<file path="src/rtl/uart_tx_arbiter.sv">
// uart_tx_arbiter: round-robin arbiter that shares one UART transmitter among
// NUM_REQ byte producers. One word is taken per grant and sent to the
// transmitter. The arbiter then waits for tx_done_tick before it arbitrates again.
// Optional feature macro: UART_ARB_TAG_EN. When defined, each payload is preceded
// by a tag word (TAG_BASE | granted index).
module uart_tx_arbiter #(
  parameter int unsigned NUM_REQ  = 4,
  parameter int unsigned DataBits = 8,
  parameter int unsigned TAG_BASE = 8'hA0
) (
  input  logic                        clk,
  input  logic                        reset_n,
  input  logic [NUM_REQ-1:0]          req_valid,
  input  logic [NUM_REQ*DataBits-1:0] req_data,
  output logic [NUM_REQ-1:0]          req_ready,
  output logic                        tx_start,
  output logic [DataBits-1:0]         tx_din,
  input  logic                        tx_done_tick,
  output logic                        busy,
  output logic [$clog2(NUM_REQ)-1:0]  grant_id
);

  localparam int unsigned IdW = $clog2(NUM_REQ);

  // Elaboration-time parameter sanity checks
  if (NUM_REQ < 2 || NUM_REQ > 16) begin : g_bad_num_req
    $error("uart_tx_arbiter: NUM_REQ must be in 2..16");
  end
  if ((DataBits < 32) && ((TAG_BASE >> DataBits) != 0)) begin : g_bad_tag_base
    $error("uart_tx_arbiter: TAG_BASE does not fit in DataBits");
  end
`ifdef UART_ARB_TAG_EN
  if (DataBits < IdW) begin : g_bad_tag_width
    $error("uart_tx_arbiter: DataBits too narrow to carry the requester index");
  end
`endif

`ifdef UART_ARB_TAG_EN
  typedef enum logic [2:0] {IDLE, TAG_LOAD, TAG_WAIT, LOAD, WAIT} state_t;
`else
  typedef enum logic [1:0] {IDLE, LOAD, WAIT} state_t;
`endif

  state_t              state_q, state_d;
  logic [IdW-1:0]      ptr_q, ptr_d;
  logic [DataBits-1:0] word_q, word_d;
  logic [NUM_REQ-1:0]  ready_d;
  logic                start_d;
  logic [DataBits-1:0] din_d;
  logic                busy_d;
  logic [IdW-1:0]      grant_d;

  logic                found;
  logic [IdW-1:0]      win;
  int unsigned         idx;
  logic [DataBits-1:0] win_data;

  // Round-robin search: first valid requester at or after ptr, wrapping at NUM_REQ-1
  always_comb begin
    found = 1'b0;
    win   = '0;
    idx   = 0;
    for (int unsigned off = 0; off < NUM_REQ; off++) begin
      idx = 32'(ptr_q) + off;
      if (idx >= NUM_REQ) begin
        idx = idx - NUM_REQ;
      end
      if (!found && req_valid[IdW'(idx)]) begin
        found = 1'b1;
        win   = IdW'(idx);
      end
    end
  end

  // Select the winning requester's word
  always_comb begin
    win_data = '0;
    for (int unsigned i = 0; i < NUM_REQ; i++) begin
      if (win == IdW'(i)) begin
        win_data = req_data[i*DataBits +: DataBits];
      end
    end
  end

  // Next-state and next-output logic; all outputs are registered from these values
  always_comb begin
    state_d = state_q;
    ptr_d   = ptr_q;
    word_d  = word_q;
    ready_d = '0;
    start_d = 1'b0;
    din_d   = tx_din;
    grant_d = grant_id;
    unique case (state_q)
      IDLE: begin
        if (found) begin
          word_d       = win_data;
          grant_d      = win;
          ready_d[win] = 1'b1;
          ptr_d        = (win == IdW'(NUM_REQ - 1)) ? '0 : win + IdW'(1);
`ifdef UART_ARB_TAG_EN
          state_d      = TAG_LOAD;
`else
          state_d      = LOAD;
`endif
        end
      end
`ifdef UART_ARB_TAG_EN
      TAG_LOAD: begin
        start_d = 1'b1;
        din_d   = DataBits'(TAG_BASE) | DataBits'(grant_id);
        state_d = TAG_WAIT;
      end
      // A done tick coincident with our own start pulse is a stale tick, never
      // the end of the frame just started; the wait effectively begins a cycle later.
      TAG_WAIT: begin
        if (tx_done_tick && !tx_start) begin
          state_d = LOAD;
        end
      end
`endif
      LOAD: begin
        start_d = 1'b1;
        din_d   = word_q;
        state_d = WAIT;
      end
      // Same stale-tick rule as above: ignore done during the start pulse cycle
      WAIT: begin
        if (tx_done_tick && !tx_start) begin
          state_d = IDLE;
        end
      end
      default: begin
        state_d = IDLE;
      end
    endcase
    busy_d = (state_d != IDLE);
  end

  // State, pointer, captured word and registered outputs
  always_ff @(posedge clk) begin
    if (!reset_n) begin
      state_q   <= IDLE;
      ptr_q     <= '0;
      word_q    <= '0;
      req_ready <= '0;
      tx_start  <= 1'b0;
      tx_din    <= '0;
      busy      <= 1'b0;
      grant_id  <= '0;
    end else begin
      state_q   <= state_d;
      ptr_q     <= ptr_d;
      word_q    <= word_d;
      req_ready <= ready_d;
      tx_start  <= start_d;
      tx_din    <= din_d;
      busy      <= busy_d;
      grant_id  <= grant_d;
    end
  end

endmodule

</file>
<file path="config.mk">
export PLATFORM = sky130hd
export DESIGN_NAME = uart_tx_arbiter
export DESIGN_NICKNAME = d
export VERILOG_FILES = /design/src/rtl/uart_tx_arbiter.sv
export SDC_FILE = /design/constraint.sdc
export NUM_CORES = 1
export LEC_CHECK = 0
export BUFFER_PORTS_ARGS = -buffer_cell sky130_fd_sc_hd__buf_4
export CORE_ASPECT_RATIO = 0.5
export CORE_MARGIN = 8
export CORE_UTILIZATION = 28
export DETAILED_ROUTE_END_ITERATION = 6
export GPL_TIMING_DRIVEN = 0
export HOLD_SLACK_MARGIN = 0.12
export PLACE_DENSITY = 0.62
export SYNTH_ARGS = -nofsm -noshare
export SYNTH_HDL_FRONTEND = slang
export SYNTH_SLANG_ARGS = --single-unit
</file>
<file path="constraint.sdc">
create_clock -name clk -period 3.3 [get_ports clk]
set_clock_uncertainty 0.05 [all_clocks]
set_input_delay 0.165 -clock clk [delete_from_list [all_inputs] [get_ports clk]]
set_output_delay 0.165 -clock clk [all_outputs]
set_load 0.03 [all_outputs]
</file>
# Yosys cells after proc, flatten, opt, wreduce, memory -nomap -nowiden
# Cells that the tools add are included.
# word_totals
input_bits	39
reg_bits	28
latchBits	0
romBits	0
output_inout_bits	16
n_memories	0
ramBits	0
# classes
n_shift	0
bitwise	0
n_eq_ne	5
order_cmp	10
div_mod_pow	0
mul	0
n_addsub	8
mux	31
reduce_logical	14
# ops
op	n
$mux 8	4
$mux 2	11
$lt 2x3->1 const B	5
$mux 1	10
$ge 3x3->1 const B	3
$bmux 1 s2	4
$sub 2x1->2 const B	4
$add 2x2->3 const B	2
$eq 2x2->1 const B	3
$pmux 2 s3	1
$logic_and 1x1->1	5
$eq 2x1->1 const B	2
$logic_not 1->1	4
$logic_not 2->1	2
$add 2x1->3 const B	1
$ge 2x3->1 const B	1
$reduce_and 3->1	1
$add 2x1->2 const B	1
$demux 1 s2	1
$ge 2x1->1 const B	1
$reduce_and 2->1	1
$reduce_bool 2->1	1

# Logic depth before layout (Yosys ltp)
# Gate-level depths: netlist of run 1.
# depth
word_depth	19
ltp_mapped	11
depth_no_buf	9

# Least setup slack after synthesis of run 1
# Ideal clock, no wire load.
# synth_path
path_kind	reg-to-reg
startpoint	reg ptr_q[1]
endpoint	reg word_q[7]
path_buffers	2
setup_time_ps	120
setup_slack_ps	923
arrival_time_ps	2207
synth_period_minus_slack_ps	2377
stages_incl_launch_ff	11
path_cell_list	dfxtp_1 -> mux2i_1 -> nor2_1 -> or3_2 -> ha_1 -> buf_2 -> clkbuf_1 -> a21oi_1 -> o21ai_0 -> a221oi_2 -> nor2_1
# synth_between
elab_chain_len	19
word_cells_on_any_way	46
classes_between	7 x add/sub; 4 x order compare; 3 x eq/ne; 24 x mux; 8 x reduce/logical
# synth_lines
element	line	rtl
from (decl)	45	logic [IdW-1:0] ptr_q, ptr_d;
from (signal assigned)	153	ptr_q <= ptr_d;
parallel branches: the longest is 19 deep, another holds $add 2x1->3	--	
to (signal assigned)	154	word_q <= word_d;
to (decl)	46	logic [DataBits-1:0] word_q, word_d;
# Several ways; the timed one is not identified. The select of a mux whose other input is x is not followed.
# A chain may end at the register's enable or synchronous reset.

# Worst setup path after layout of run 1
# Ends and elaborated chain as after synthesis.

==> results_dict.tcl, run 1 <==
set metrics [dict create \
    numPortBuffers 54 \
    cts_tree "yes" \
    start_kind "flip-flop" \
    max_freq_mhz 373 \
    vdd_drop_max_v 0.000192 \
    fillers 498 \
    worst_slack_ps 622 \
    worstHoldPathType "in2reg" \
    ys_ff_latch 28 \
    nNetsFinal 283 \
    path_cells "mux2i_1 > nor2_1 > or3_2 > ha_1 > buf_2 > clkbuf_1 > a21oi_1 > o21ai_0 > a221oi_2 > nor2_1" \
    p_sw_mw 0.348 \
    slowest_delay_ps 510 \
    synth_nets 218 \
    antenna_found_initial 0 \
    post_cts_buffers 0 \
    min_period_ps 2680 \
    synthDistinctLibCells 32 \
    rows 18 \
    place.gp.congestion 0.821 \
    drc 0 \
    syn-cell-area_sq_mm 0.00146 \
    path_buf_inv 2 \
    dieArea_sq_mm 0.00791 \
    yosys_warnings 0 \
    r2r_start "ptr_q[1]" \
    synthCells 175 \
    cts_root_buffer "clkbuf_8" \
    hold_depth 3 \
    drt_iter0_drc 36 \
    grt_start_max_net_pins 16 \
    drive_above_1_share 0.335 \
    clock_power_share 0.206 \
    cts_resized 0 \
    rsz0062_at_grt "no" \
    leakage_nw 0.924 \
    cts_buffer_depth 2 \
    ant_nets 0 \
    cts_sinks 28 \
    slew_violations 0 \
    synth_flop_cell "dfxtp_1" \
    grt_pass1_vias 1464 \
    worst_ep_arrival_time_ps 2790 \
    clock_latency_ps 280 \
    power.internal_mw 0.664 \
    syn2layout_area_growth_pct 41.7 \
    crit_top_cell "nor2_1" \
    power_frac_comb 0.389 \
    coreArea_sq_mm 0.00498 \
    postSynth.asyncResetShare 0 \
    seq_power_share 0.405 \
    die_w_um 118 \
    cts_max_level 1 \
    tightest_slew_ps 457 \
    crit_type "reg2reg" \
    die_h_um 67.0 \
    grtUsageTotal 0.0998 \
    cp_slowest_cell "or3_2" \
    first_pass_iters 4 \
    tns_ps 0 \
    dp_slack_ps 661 \
    status "finished clean" \
    crit_fanout 10 \
    p_sw_frac 0.344 \
    r2r_cells 10 \
    vias 1393 \
    r2r_setup_slack_ps 620 \
    routed_wl_mm 3.92 \
    synth_edf_count 0 \
    yosysSeqAreaShare 0.385 \
    overflow 0 \
    rr_endpoint "word_q[7]" \
    setup_viol 0 \
    worst_ep_required_time_ps 3410 \
    hpwl_mm 3.22 \
    end_kind "flip-flop" \
    hold_viol 0 \
    wl_per_cell_um 12.7 \
    finalCritPeriodShare 0.811 \
    p_per_area_mw_per_mm2 490 \
    vias_per_cell 4.51 \
    initial_utilization 0.293 \
    cap_violations 0 \
    path_clk_slew_ps 90 \
    ios 55 \
    min-delay-start "req_data[27]" \
    min_to "word_q[3]" \
    cts_inserted_buffers 3 \
    relSlewSlack 0.695 \
    grt_pass1_wl_mm 6.63 \
    path_delay_family "simple AND/OR/NAND/NOR gates" \
    num_antenna_cells 0 \
    syn_area_per_cell_sq_um 8.33 \
]
-- power by group through the flow --
stage / clock network, mW / registers [mW] / logic [mW]
final: 0.208 / 0.410 / 0.394
after global routing: 0.233 / 0.418 / 0.437
after CTS: 0.213 / 0.411 / 0.398
after detailed placement: 0 / 0.419 / 0.392
after global placement: 0 / 0.418 / 0.385
after floorplan: 0 / 0.448 / 0.237
-- worst reg2reg max path, stage by stage (launching register included) --
cell and delay (ps):
dfxtp_1 480, mux2i_1 220, nor2_1 100, or3_2 510
ha_1 210, buf_2 160, clkbuf_1 250, a21oi_1 170
o21ai_0 120, a221oi_2 230, nor2_1 70
-- routing by layer --
| metal | vias up | wire [um] | track usage |
|---|---|---|---|
| li1 | 724 | - | - |
| met1 | 653 | 1580 | 0.101 |
| met2 | 10 | 2240 | 0.213 |
| met3 | 6 | 44 | 0.0152 |
| met4 | 0 | 57 | 0.0284 |
| met5 | - | 0 | 0 |
-- sequential cells by signal (all words and copies together), names as in the netlist --
name / cells
ptr_q: 2
tx_start: 1
busy: 1
word_q: 8
tx_din: 8
req_ready: 4
grant_id: 2
state_q: 2
-- cell usage after synthesis (all sizes together) (2+ instances only) --
master	number	area, sq um
dfxtp	28	561
and3	4	25.0
nand2b	4	25.0
clkbuf	7	26.3
nor2	11	41.3
a21boi	10	78.8
a221oi	8	120
buf	6	43.8
nand2	28	113
inv	11	41.3
or3	2	18.8
nor3	2	15.0
o21a	2	15.0
o21ai	19	95.1
a21oi	18	90.1
and2	2	12.5
ha	4	50.1
-- worst max path at each step --
stage | startpoint | endpoint | slack (ps) | depth (start not counted)
2_1_floorplan | ptr_q[1] | word_q[7] | 920 | 10
3_3_place_gp | ptr_q[1] | word_q[7] | 720 | 10
3_5_place_dp | ptr_q[1] | word_q[7] | 660 | 10
4_1_cts | ptr_q[1] | word_q[7] | 650 | 10
5_1_grt | ptr_q[1] | word_q[7] | 410 | 10
6_report | ptr_q[1] | word_q[7] | 620 | 10
-- stage by stage --
step / instance area [sq um] / util / hold slack (ps) / power [mW] / cells
after CTS: 2070 / 0.415 / 121 / 1.02 / 309
final: 2070 / 0.415 / 114 / 1.01 / 309
after floorplan: 1460 / - / 233 / 0.686 / 175
after global routing: 2070 / 0.415 / 128 / 1.09 / 309
after global placement: 1950 / 0.392 / 375 / 0.802 / 299
after detailed placement: 1950 / 0.392 / 375 / 0.810 / 299
-- final cells by class --
type,count,area [sq um],share of cell area
well taps,70,87.6,0.0424
plain buffers,13,70.1,0.0339
repair buffers,60,465,0.225
multi-input cells,123,786,0.380
inverters,11,41.3,0.0200
clock buffers,4,55.1,0.0267
flip-flops and latches,28,561,0.271
-- cell families after synthesis --
kind of cell    count (synthesis)  share of synthesized area
compound gates                 59                      0.284
simple gates                   59                      0.214
flops                          28                      0.385
buf+inv                        24                     0.0764
fa+ha+maj                       4                     0.0343
mux                             1                    0.00687
-- repair_timing --
item | CTS | global route
hold buffers | 6 | 0
endpoints found under the setup margin | 0 | 0
endpoints found under the hold margin | 6 | 0
-- cell usage in the layout (no fill, tap or decap), drive strengths merged --
master	n
dlygate4sd3	6
and2	2
nand3	1
mux2i	1
a21boi	10
and3	4
a221oi	8
a21oi	18
nand2	28
nand2b	4
o22ai	1
nor2b	1
nand3b	1
o21a	2
ha	4
or3	2
clkbuf	11
buf	60
or2	1
o21ai	19
nor4	1
inv	11
dfxtp	28
nor2	11
nor4b	1
a21o	1
nor3	2
No activity file was read; power rests on OpenSTA's default activity.
==> inputs of run 2 (changes only) <==
Settings changed: PLACE_DENSITY 0.62 to 0.63.
Clock period 3.3 ns to 2.25 ns, I/O delays scaled along.
==> run 2 against run 1 <==
Net effect:
- critical path depth fell by 1
- utilization rose by 2.1 points
- cell count rose by 0.97%
- hold slack improved by 82 ps
- critical path type unchanged
- largest cell class unchanged
- design area rose by 5.1%
- power rose by 51%
- register-to-register slack got worse by 510 ps
- first-iteration DRC count rose by 5.6%
==> results_dict.tcl, run 2 (synthesized netlist as in run 1, its figures left out) <==
set metrics [dict create \
    final_cells 312 \
    ant_nets 0 \
    rows 18 \
    grt_start_max_net_pins 16 \
    cts_inserted_buffers 3 \
    slowest_delay_ps 420 \
    fillers 497 \
    wl_met3_um 106 \
    slew_violations 0 \
    max_freq_mhz 468 \
    path_buf_inv 1 \
    path_delay_family "simple AND/OR/NAND/NOR gates" \
    start_kind "flip-flop" \
    relSlewSlack 0.625 \
    final_cell_mix "buf_4 (58), nand2_1 (27), dfxtp_1 (27)" \
    drt_iter0_drc 38 \
    initial_utilization 0.293 \
    numPortBuffers 54 \
    routed_wl_mm 4.11 \
    grt_pass1_vias 1486 \
    min_period_ps 2140 \
    clock_latency_ps 270 \
    p_per_area_mw_per_mm2 705 \
    nNetsFinal 286 \
    coreArea_sq_mm 0.00498 \
    final_util 0.436 \
    num_antenna_cells 0 \
    hold_viol 0 \
    vias_per_cell 4.66 \
    drc 0 \
    worst_ep_required_time_ps 2360 \
    cap_violations 0 \
    hpwl_mm 3.15 \
    place.gp.congestion 0.814 \
    finalCritPeriodShare 0.950 \
    worst_ep_arrival_time_ps 2250 \
    crit_fanout 10 \
    end_kind "flip-flop" \
    dr_wl_met2_mm 2.25 \
    vdd_drop_max_v 0.000262 \
    cts_max_level 1 \
    grtUsageTotal 0.103 \
    ios 55 \
    grt_pass1_wl_mm 6.76 \
    cts_sinks 28 \
    path_clk_slew_ps 90 \
    wl_per_cell_um 13.2 \
    dieArea_sq_mm 0.00791 \
    die_h_um 67.0 \
    path_cells "mux2i_2 > nor2_2 > or3_4 > ha_4 > clkbuf_8 > a21oi_1 > o21ai_1 > a221oi_2 > nor2_1" \
    vias 1455 \
    tightest_slew_ps 558 \
    leakage_nw 0.952 \
    drt-met1-wl_mm 1.69 \
    cts_root_buffer "clkbuf_8" \
    final_common_cell "buf_4" \
    syn2layout_area_growth_pct 48.9 \
    first_pass_iters 4 \
    cts_buffer_depth 2 \
    status "finished clean" \
    dp.cells 299 \
    antenna_found_initial 0 \
    cts_tree "yes" \
    largestRegisters "tx_din: 8 flops, word_q: 8 flops, req_ready: 4 flops" \
    die_w_um 118 \
    cp_slowest_cell "or3_4" \
    drive_above_1_share 0.376 \
    routed.top_layer "met4" \
    hold_ws_ps 196 \
    rsz0062_at_grt "yes" \
    crit_type "reg2reg" \
    overflow 0 \
    setup_viol 0 \
    worstHoldPathType "in2reg" \
]
## run 2: cell types whose count changed in the layout (fill, tap and decap cells not counted), moves of 2 or more
cell / change
dlygate4sd3_1: +4
clkbuf_1: -2
o21ai_0: -3
buf_4: +4
buf_2: -3
o21ai_1: +2
ha_1: -3
ha_2: +2
## run 2: timing repair
action,CTS,global route
endpoints found under the hold margin,16,0
setup endpoints to repair,8,8
pin swaps,0,2
hold buffers,10,0
resized for setup,6,12
setup buffers,2,0
## run 2: final cells by class
type	instances	area, sq um	share of cell area
repair buffers	66	520	0.240
well taps	70	87.6	0.0403
flip-flops and latches	28	564	0.260
inverters	11	41.3	0.0190
plain buffers	10	76.3	0.0352
multi-input cells	123	836	0.385
clock buffers	4	45.0	0.0207
## run 2: through the flow
stage / setup TNS, ps / power, mW / setup slack [ps] / cell area, sq um
6_report: 0 / 1.53 / 112 / 2170
3_5_place_dp: -1170 / 1.20 / -162 / 1970
5_1_grt: -36.7 / 1.64 / -23.7 / 2170
2_1_floorplan: 0 / 1.02 / 17.6 / 1470
3_3_place_gp: -637 / 1.19 / -125 / 1970
4_1_cts: 0 / 1.52 / 34.9 / 2140
## run 2: metal layers
| layer | track usage | up-vias |
|---|---|---|
| li1 | - | 729 |
| met1 | 0.106 | 695 |
| met4 | 0.0300 | 0 |
| met2 | 0.212 | 25 |
| met5 | 0 | - |
| met3 | 0.0211 | 6 |
## run 2: final timing paths
check               start          end  slack (ps)  cells after the start
min reg2reg     word_q[1]    tx_din[1]         410                      2
max              ptr_q[1]    word_q[7]         110                      9
min          req_valid[3]  grant_id[1]         200                      3
max reg2reg      ptr_q[1]    word_q[7]         110                      9
## run 2: report_power, final
group          switching, mW  internal (mW)
clock network          0.150          0.127
logic                  0.347          0.305
registers             0.0380          0.564
## run 2: worst reg2reg max path, cell delays in order, from the launching register on
cell and delay (ps):
dfxtp_4 380, mux2i_2 230, nor2_2 90, or3_4 420, ha_4 200, clkbuf_8 170, a21oi_1 120, o21ai_1 90
a221oi_2 210, nor2_1 70
